## src/rtl/piradip_axis_trigger_gate_pkg.sv

```systemverilog
// Shared types for the triggered AXI-Stream gate.
package piradip_trigger_gate_pkg;

    typedef enum logic [1:0] {
        TG_IDLE  = 2'd0,
        TG_ARMED = 2'd1,
        TG_DELAY = 2'd2,
        TG_PASS  = 2'd3
    } tg_state_t;

endpackage

```

## src/rtl/piradip_axis_trigger_gate_out_reg.sv

```systemverilog
// Single-entry AXI-Stream output register. Ready passes straight through
// when the register drains in the same cycle, so a full-rate stream has no bubbles.
module piradip_axis_out_reg #(
    parameter int DATA_WIDTH = 128
) (
    input  logic                  clk,
    input  logic                  rst,
    input  logic [DATA_WIDTH-1:0] in_tdata,
    input  logic                  in_tlast,
    input  logic                  in_tvalid,
    output logic                  in_tready,
    output logic [DATA_WIDTH-1:0] out_tdata,
    output logic                  out_tlast,
    output logic                  out_tvalid,
    input  logic                  out_tready
);

    assign in_tready = ~out_tvalid | out_tready;

    // Load on an input handshake, otherwise empty once the held beat is taken.
    always_ff @(posedge clk) begin
        if (rst) begin
            out_tvalid <= 1'b0;
            out_tdata  <= '0;
            out_tlast  <= 1'b0;
        end else if (in_tvalid && in_tready) begin
            out_tvalid <= 1'b1;
            out_tdata  <= in_tdata;
            out_tlast  <= in_tlast;
        end else if (out_tready) begin
            out_tvalid <= 1'b0;
        end
    end

endmodule

```

## src/rtl/piradip_axis_trigger_gate.sv

```systemverilog
// Trigger gate: discards a looping sample stream except for a LENGTH-beat
// window that starts DELAY beats after a trigger rising edge.
module piradip_axis_trigger_gate
    import piradip_trigger_gate_pkg::*;
#(
    parameter int DATA_WIDTH  = 128,
    parameter int COUNT_WIDTH = 32
) (
    input  logic                   clk_in,
    input  logic                   rst_in,
    input  logic [DATA_WIDTH-1:0]  in_tdata,
    input  logic                   in_tvalid,
    output logic                   in_tready,
    output logic [DATA_WIDTH-1:0]  out_tdata,
    output logic                   out_tvalid,
    input  logic                   out_tready,
    output logic                   out_tlast,
    input  logic                   trigger,
    input  logic                   arm,
    input  logic                   abort,
    input  logic                   auto_rearm,
    input  logic [COUNT_WIDTH-1:0] delay,
    input  logic [COUNT_WIDTH-1:0] length,
    output logic                   busy,
    output logic                   done,
    output logic [COUNT_WIDTH-1:0] missed_triggers
);

    localparam logic [COUNT_WIDTH-1:0] ONE = COUNT_WIDTH'(1);

    tg_state_t              state;
    tg_state_t              end_state;
    logic                   trig_q;
    logic                   trig_edge;
    logic [COUNT_WIDTH-1:0] dcnt;
    logic [COUNT_WIDTH-1:0] pcnt;
    logic                   reg_ready;
    logic                   in_beat;
    logic                   pass_beat;
    logic                   zero_len;
    logic                   in_window;

    assign trig_edge = trigger & ~trig_q;
    assign end_state = auto_rearm ? TG_ARMED : TG_IDLE;
    assign in_window = (state == TG_DELAY) || (state == TG_PASS);

    // Outside PASS the upstream loop is never stalled; beats are simply dropped.
    assign in_tready = (state == TG_PASS) ? reg_ready : 1'b1;
    assign in_beat   = in_tvalid & in_tready;
    // An abort wins over the beat arriving in the same cycle: it is consumed, not forwarded.
    assign pass_beat = in_beat & (state == TG_PASS) & ~abort;
    assign zero_len  = (state == TG_ARMED) & trig_edge & (length == '0) & ~abort;

    assign busy = (state != TG_IDLE);
    assign done = ~rst_in & ((out_tvalid & out_tready & out_tlast) | zero_len);

    // Previous trigger level for rising-edge detection.
    always_ff @(posedge clk_in) begin
        if (rst_in) trig_q <= 1'b0;
        else        trig_q <= trigger;
    end

    // Window FSM with beat counters; delay/length are captured only at the edge.
    always_ff @(posedge clk_in) begin
        if (rst_in || abort) begin
            state <= TG_IDLE;
            dcnt  <= '0;
            pcnt  <= '0;
        end else begin
            case (state)
                TG_IDLE: begin
                    if (arm) state <= TG_ARMED;
                end
                TG_ARMED: begin
                    if (trig_edge) begin
                        dcnt <= delay;
                        pcnt <= length;
                        if (length == '0)     state <= end_state;
                        else if (delay == '0) state <= TG_PASS;
                        else                  state <= TG_DELAY;
                    end
                end
                TG_DELAY: begin
                    if (in_beat) begin
                        dcnt <= dcnt - ONE;
                        if (dcnt == ONE) state <= TG_PASS;
                    end
                end
                TG_PASS: begin
                    if (in_beat) begin
                        pcnt <= pcnt - ONE;
                        if (pcnt == ONE) state <= end_state;
                    end
                end
                default: state <= TG_IDLE;
            endcase
        end
    end

    // Saturating count of edges that arrive while a window is already running.
    always_ff @(posedge clk_in) begin
        if (rst_in) begin
            missed_triggers <= '0;
        end else if (!abort) begin
            if (state == TG_IDLE && arm)
                missed_triggers <= '0;
            else if (trig_edge && in_window && missed_triggers != '1)
                missed_triggers <= missed_triggers + ONE;
        end
    end

    piradip_axis_out_reg #(
        .DATA_WIDTH (DATA_WIDTH)
    ) u_out_reg (
        .clk        (clk_in),
        .rst        (rst_in),
        .in_tdata   (in_tdata),
        .in_tlast   (pcnt == ONE),
        .in_tvalid  (pass_beat),
        .in_tready  (reg_ready),
        .out_tdata  (out_tdata),
        .out_tlast  (out_tlast),
        .out_tvalid (out_tvalid),
        .out_tready (out_tready)
    );

endmodule
```

## config.mk

```make
export PLATFORM = sky130hd
export DESIGN_NAME = piradip_axis_trigger_gate
export DESIGN_NICKNAME = d
export VERILOG_FILES = /design/src/rtl/piradip_axis_trigger_gate_pkg.sv /design/src/rtl/piradip_axis_trigger_gate_out_reg.sv /design/src/rtl/piradip_axis_trigger_gate.sv
export SDC_FILE = /design/constraint.sdc
export NUM_CORES = 1
export LEC_CHECK = 0
export ABC_AREA = 1
export BUFFER_PORTS_ARGS = -buffer_cell sky130_fd_sc_hd__buf_2
export CELL_PAD_IN_SITES_DETAIL_PLACEMENT = 1
export CELL_PAD_IN_SITES_GLOBAL_PLACEMENT = 1
export CORE_ASPECT_RATIO = 1.5
export CORE_MARGIN = 2
export CORE_UTILIZATION = 32
export CTS_CLUSTER_SIZE = 40
export DETAILED_ROUTE_END_ITERATION = 10
export HOLD_SLACK_MARGIN = 0.15
export PLACE_DENSITY = 0.84
export SYNTH_ARGS = -nofsm -noshare
export SYNTH_HDL_FRONTEND = slang
export SYNTH_SLANG_ARGS = --single-unit
```

## constraint.sdc

```tcl
create_clock -name clk_in -period 1.95 [get_ports clk_in]
set_input_delay 0.0975 -clock clk_in [delete_from_list [all_inputs] [get_ports clk_in]]
set_output_delay 0.0975 -clock clk_in [all_outputs]
set_load 0.03 [all_outputs]
```

==> results of run 1 <==
==> repair_timing <==
action	in CTS	in global routing
hold buffers	200	0
resized for setup	0	26
buffers inserted	0	3
hold endpoints to repair	218	0
setup endpoints to repair	0	74
==> where the power goes <==
part / switching, W / internal (W)
sequential: 0.0000394 / 0.00471
clock: 0.00226 / 0.00312
combinational: 0.000995 / 0.000785
total: 0.00329 / 0.00861
==> worst min path at each step <==
stage,from,endpoint,cells past startpoint
4_1_cts,length[13],state[0]$_SDFFE_PP0P_,10
3_5_place_dp,trigger,trig_q$_SDFF_PP0_,3
2_1_floorplan,trigger,trig_q$_SDFF_PP0_,2
6_report,length[8],state[0]$_SDFFE_PP0P_,10
5_1_grt,in_tdata[59],u_out_reg.out_tdata[59]$_SDFFE_PP0P_,4
3_3_place_gp,in_tdata[92],u_out_reg.out_tdata[92]$_SDFFE_PP0P_,3
==> registers in the layout (all words and copies together) (netlist names), named ones only <==
register,flops
missed_triggers,32
pcnt,32
dcnt,32
state,1
u_out_reg.out_tdata,128
trig_q,1
u_out_reg.out_tvalid,1
u_out_reg.out_tlast,1
==> cells in the final DEF (no fill, tap or decap), types with 8 or more instances in the layout <==
cell	instances
nor2_1	538
buf_2	363
nand2_1	345
dfxtp_1	224
o21ai_0	205
dlygate4sd3_1	200
a21oi_1	119
nand3_1	100
inv_1	95
buf_4	46
clkbuf_16	27
xor2_1	15
xnor2_1	14
nor2_2	10
buf_12	10
diode_2	9
nand2_2	8
==> per-stage QoR <==
stage | total power (W) | setup WS [ns] | area, sq um
after floorplan | 0.005658 | 0.02258 | 11550
after global placement | 0.006182 | 0.1663 | 14110
after detailed placement | 0.006231 | 0.08238 | 14110
after CTS | 0.01186 | 0.005818 | 17010
after global routing | 0.01230 | -0.07973 | 17140
final | 0.01190 | -0.0003866 | 17140
==> layer usage <==
layer  GRT usage (%)  wire length (um)  vias up
met3           5.202              3181      221
li1                -                 -     6977
met5               0                 0        -
met2           54.69             29860      602
met1           29.62             21010     7282
met4           17.96              3908        0
==> final cells by class <==
| type | instances | area share [%] |
|---|---|---|
| clock buffer | 31 | 4.131 |
| multi-input combinational | 1406 | 36.13 |
| tap | 478 | 3.489 |
| timing repair buffer | 623 | 25.88 |
| inverter | 104 | 2.357 |
| clock inverter | 13 | 1.102 |
| sequential | 229 | 26.78 |
| antenna | 9 | 0.1314 |
==> kinds of logic after synthesis <==
kind of cell             after synthesis  share of synthesized area [%]
AO/OA/AOI/OAI                        350                          15.51
XOR/XNOR                              29                          2.200
adder cells (fa/ha/maj)                5                         0.5419
buffers and inverters                187                          6.959
flip-flops                           229                          39.71
AND/OR/NAND/NOR                     1022                          35.07
==> critical path: cells and delay by family, from the launching register on <==
kind,cells,cell delay [ns]
AOI/OAI and AO/OA,1,0.35
buffers and inverters,4,0.48
DFF,1,0.39
and+or+nand+nor,6,0.56
==> Yosys cell counts, types with 2 or more instances <==
master / instances / share of area (%)
a211oi_1: 2 / 0.13
a21oi_1: 121 / 5.2
a31oi_1: 5 / 0.27
buf_2: 19 / 0.82
buf_4: 14 / 0.91
buf_6: 3 / 0.29
clkbuf_1: 46 / 1.5
clkinv_1: 2 / 0.065
dfxtp_1: 229 / 40
ha_1: 5 / 0.54
inv_1: 96 / 3.1
inv_2: 5 / 0.16
nand2_1: 346 / 11
nand2_2: 7 / 0.38
nand3_1: 100 / 4.3
nand3_2: 2 / 0.17
nand3b_1: 2 / 0.13
nand4_1: 5 / 0.27
nor2_1: 547 / 18
nor2_4: 2 / 0.20
nor3_1: 4 / 0.17
o211ai_1: 4 / 0.26
o21ai_0: 209 / 9.1
o21ai_1: 2 / 0.087
o21bai_1: 4 / 0.26
or2_2: 3 / 0.16
xnor2_1: 14 / 1.1
xor2_1: 15 / 1.1
==> results.md, run 1 <==
- Clock Path Buffers: 3
- Yosys reg bits: 229
- Status: complete, but fails checks
- Routability cong.: 0.8807
- Filler Cell Count: 4,689
- Vias in the first global route: 16.47k
- Max Fclk: 512.7 MHz
- CP dominant cell by count: nand2_2
- Largest net degree at the start of global routing: 124
- R2R cell count: 11
- Die Area: 0.03764 sq mm
- Cells along the critical path: nand2_2 -> inv_2 -> nand3_2 -> nand2_2 -> inv_2 -> nand2_2 -> nor2_4 -> buf_4 -> clkbuf_16 -> o21ai_0 -> nor2_1
- Crit path max fanout: 63
- CTS root buf: clkbuf_16
- Routed vias: 15.08k
- Reg-to-reg endpoint: u_out_reg.out_tdata[32]$_SDFFE_PP0P_
- Crit Reg-Reg Startpoint: state[0]$_SDFFE_PP0P_
- Core Footprint: 0.03573 sq mm
- CP endpoint: u_out_reg.out_tdata[32]$_SDFFE_PP0P_
- Total GRT Usage: 29.09%
- First-pass GRT wire length: 88.49 mm
- Hold Path Class: in2reg
- Yosys warning count: 0
- Initial core utilization: 32.30%
- Critical Path Source: state[0]$_SDFFE_PP0P_
- Clk sink count: 229
- Synth-to-Final Area Change: 48.50%
- Final wirelength: 57.96 mm
- Die Ht: 236.6 um
- Worst Max-Slew Pin Slew: 0.5748 ns
- Wirelength per Cell: 20.03 um
- Routed Antenna Nets: 0
- Final Max Tran Viols: 0
- # DRC: 0
- Fin nets: 2,594
- PD cells: 694.4 mW/mm^2
- # placed instances: 2,635
- Seq/Total Area, Yosys: 39.71%
- Setup ws final: -0.0003866 ns
- First-pass detailed-route iteration total: 5
- Hold Slack: 0.2746 ns
- Post-Syn Area: 0.01154 sq mm
- Final min period: 1.950 ns
- Average cell area after synthesis: 6.336 sq um
- Remaining global-route overflow: 0
- HPWL after DPL: 33.44 mm
- Violated checks: negative setup slack
- Post-Layout Cell Count: 2,893
- Initial antenna violation count: 8
- Gate Count Post-Synth: 1,822
- Die width: 159.1 um
- Setup TNS: -0.0003866 ns
- Total CTS buffers: 25
- Slowest stage delay, CP: 0.39 ns
- CTS tree: yes
- Library cells used by synthesis: 37
- Worst setup SP type: flop
- Clock-pin slew of the registers on the worst-case setup and hold paths: 0.08 ns
- Rows: 85
- Vias/cell: 5.213
- Starting DRT DRC Count: 797
- CP endpoint kind: flop
- Clk_lat worst skew: 0.56 ns
- R2R Setup Slk: -0.0004 ns
- WP data required: 2.37 ns
- Clock Skew: 0.01730 ns
- Fraction of the cycle the final worst path needs: 100.0%
- Setup violators final: 1
- Buffers added on ports: 364
- Worst IR Drop VDD: 0.5536 mV
- Critical path class: reg2reg
- Max-Cap Viols: 0
- I/O Pins: 365
- EDFF count, synth: 0
- Area of the multi-input gates: 0.006193 sq mm
- Main synth FF type: dfxtp_1
- Leakage: 8.257 nW
- Relative slew slack: 61.62%
- Synth async-reset ratio: 0%
- Share of cells above drive strength 1: 21.20%
- CTS H-tree depth: 1
- Syn_nets: 2,027
- Final core occ: 47.97%
- Final hold violations: 0
- WP data arrival: 2.37 ns
- FF+latch area: 0.004591 sq mm
- Crit-path slowest cell: dfxtp_2
Note: power is estimated with default switching activity, not from simulation.
==> inputs of run 2 (changes only) <==
--- a/config.mk
+++ b/config.mk
@@ -7,6 +7,7 @@
 export LEC_CHECK = 0
 export ABC_AREA = 1
 export BUFFER_PORTS_ARGS = -buffer_cell sky130_fd_sc_hd__buf_2
+export CAP_MARGIN = 20
 export CELL_PAD_IN_SITES_DETAIL_PLACEMENT = 1
 export CELL_PAD_IN_SITES_GLOBAL_PLACEMENT = 1
 export CORE_ASPECT_RATIO = 1.5
@@ -15,7 +16,7 @@
 export CTS_CLUSTER_SIZE = 40
 export DETAILED_ROUTE_END_ITERATION = 10
 export HOLD_SLACK_MARGIN = 0.15
-export PLACE_DENSITY = 0.84
+export PLACE_DENSITY_LB_ADDON = 0.15
 export SYNTH_ARGS = -nofsm -noshare
 export SYNTH_HDL_FRONTEND = slang
 export SYNTH_SLANG_ARGS = --single-unit
==> results.md, run 2 (synthesized netlist as in run 1, its figures left out) <==
- First-pass GRT wire length: 82.79 mm
- Clk_lat worst skew: 0.56 ns
- Crit path max fanout: 42
- Wirelength per Cell: 18.24 um
- Die Area: 0.03764 sq mm
- Most common cell after layout, fill and taps aside: nor2_1
- Max reg flops: 128
- Total CTS buffers: 26
- Initial core utilization: 32.30%
- Core Footprint: 0.03573 sq mm
- Leading cell types in the layout, fill and taps excluded: 542 x nor2_1, 363 x buf_2, 346 x nand2_1
- Die Ht: 236.6 um
- Worst Max-Slew Pin Slew: 0.7945 ns
- Routed Antenna Nets: 0
- Worst IR Drop VDD: 0.5228 mV
- Die width: 159.1 um
- Rows: 85
- Cells along the critical path: nand2_2 -> inv_2 -> nand3_2 -> nand2_2 -> inv_2 -> nand2_2 -> nor2_4 -> buf_12 -> buf_12 -> o21ai_0 -> nor2_1
- CTS root buf: clkbuf_16
- Worst setup SP type: flop
- Starting DRT DRC Count: 607
- Post-Layout Cell Count: 2,901
- WP data required: 2.42 ns
- Max-Cap Viols: 0
- Final Max Tran Viols: 0
- Remaining global-route overflow: 0
- Max Fclk: 535.2 MHz
- CP endpoint kind: flop
- Fraction of the cycle the final worst path needs: 95.82%
- Relative slew slack: 46.97%
- Synth-to-Final Area Change: 48.91%
- CTS H-tree depth: 1
- CP dominant cell by count: nand2_2
- Share of cells above drive strength 1: 21.15%
- Slowest stage delay, CP: 0.37 ns
- CTS tree: yes
- Hold Startpoint: length[1]
- PD cells: 688.1 mW/mm^2
- Vias in the first global route: 15.60k
- Final wirelength: 52.91 mm
- Critical path class: reg2reg
- First-pass detailed-route iteration total: 4
- Status: finished clean
- Total GRT Usage: 26.95%
- Leakage: 8.324 nW
- HPWL after DPL: 35.69 mm
- Setup violators final: 0
- Unrepaired setup endpoints after global routing: yes
- Buffers added on ports: 364
- Final min period: 1.869 ns
- Routability cong.: 0.8620
- Clock Skew: 0.01564 ns
- Fin nets: 2,608
- Hold Path Class: in2reg
- Vias/cell: 4.957
- Clock-pin slew of the registers on the worst-case setup and hold paths: 0.07 ns
- Largest net degree at the start of global routing: 106
- I/O Pins: 365
- Clk sink count: 229
- Initial antenna violation count: 3
- Total Power: 0.01183 W
- Routed vias: 14.38k
- # DRC: 0
- Crit-path slowest cell: dfxtp_1
- Biggest register: u_out_reg.out_tdata
- Clock Path Buffers: 3
- Final hold violations: 0
- R2R Setup Slk: 0.08 ns
- WP data arrival: 2.34 ns
- # placed instances: 2,649
[run 2: changes by cell type in the layout (fill, tap and decap cells not counted), moves of 2 or more]
| cell | change |
|---|---|
| buf_4 | +15 |
| buf_6 | -2 |
| clkbuf_1 | +4 |
| dfxtp_1 | +3 |
| dfxtp_2 | -3 |
| diode_2 | -7 |
| nor2_1 | +4 |
| nor2_2 | -4 |
| o21ai_0 | +2 |
| o21ai_1 | -2 |
[run 2: cell type report]
cell class                      instances  area, sq um
Antenna cell                            2        5.005
Clock buffer                           38        787.0
Clock inverter                          8        117.6
Fill cell                            4788        18550
Inverter                              104        401.6
Multi-Input combinational cell       1406         6181
Sequential cell                       229         4587
Tap cell                              478        598.1
Timing Repair Buffer                  636         4512
[run 2: critical path, delay by kind of cell (launching register included)]
| family | cells | cell delay (ns) |
|---|---|---|
| simple gates | 6 | 0.71 |
| compound gates | 1 | 0.13 |
| buf+inv | 4 | 0.54 |
| flops | 1 | 0.37 |
[run 2: worst paths after layout]
| kind | endpoint | cells past startpoint |
|---|---|---|
| max reg2reg | u_out_reg.out_tdata[31]$_SDFFE_PP0P_ | 11 |
| min | state[0]$_SDFFE_PP0P_ | 10 |
| max | u_out_reg.out_tdata[31]$_SDFFE_PP0P_ | 11 |
| min reg2reg | pcnt[31]$_SDFFE_PP0P_ | 2 |
[run 2: per-stage QoR]
stage	setup TNS, ns	cell area (sq um)	util, %	worst slack (ns)	hold WS (ns)
final	0	17190	48.10	0.08142	0.2873
after global routing	-0.06110	17190	48.10	-0.01249	0.3165
after CTS	0	17120	47.90	0.03636	0.2591
after detailed placement	0	14200	39.74	0.1289	0.3268
after global placement	0	14200	39.74	0.1723	0.3182
after floorplan	0	11550	-	0.02258	0.2224
[run 2: layer usage]
layer	GRT usage (%)	share of wire [%]	up-vias
li1	-	-	6988
met1	28.31	38	6853
met2	51.87	52	404
met3	4.537	4.5	134
met4	12.40	4.9	2
met5	0	0.025	-
[run 2: repair_timing]
| item | 4_1_cts | 5_1_grt |
|---|---|---|
| setup endpoints to repair | 0 | 14 |
| hold buffers | 201 | 0 |
| setup buffers | 0 | 2 |
| hold endpoints to repair | 214 | 0 |
| gates resized for setup | 0 | 12 |
[run 2: where the power goes]
| part | leakage (nW) | internal, W | switching [W] |
|---|---|---|---|
| sequential | 1.85 | 0.00471 | 0.0000361 |
| clock | 0.446 | 0.00318 | 0.00216 |
| combinational | 6.03 | 0.000782 | 0.000958 |
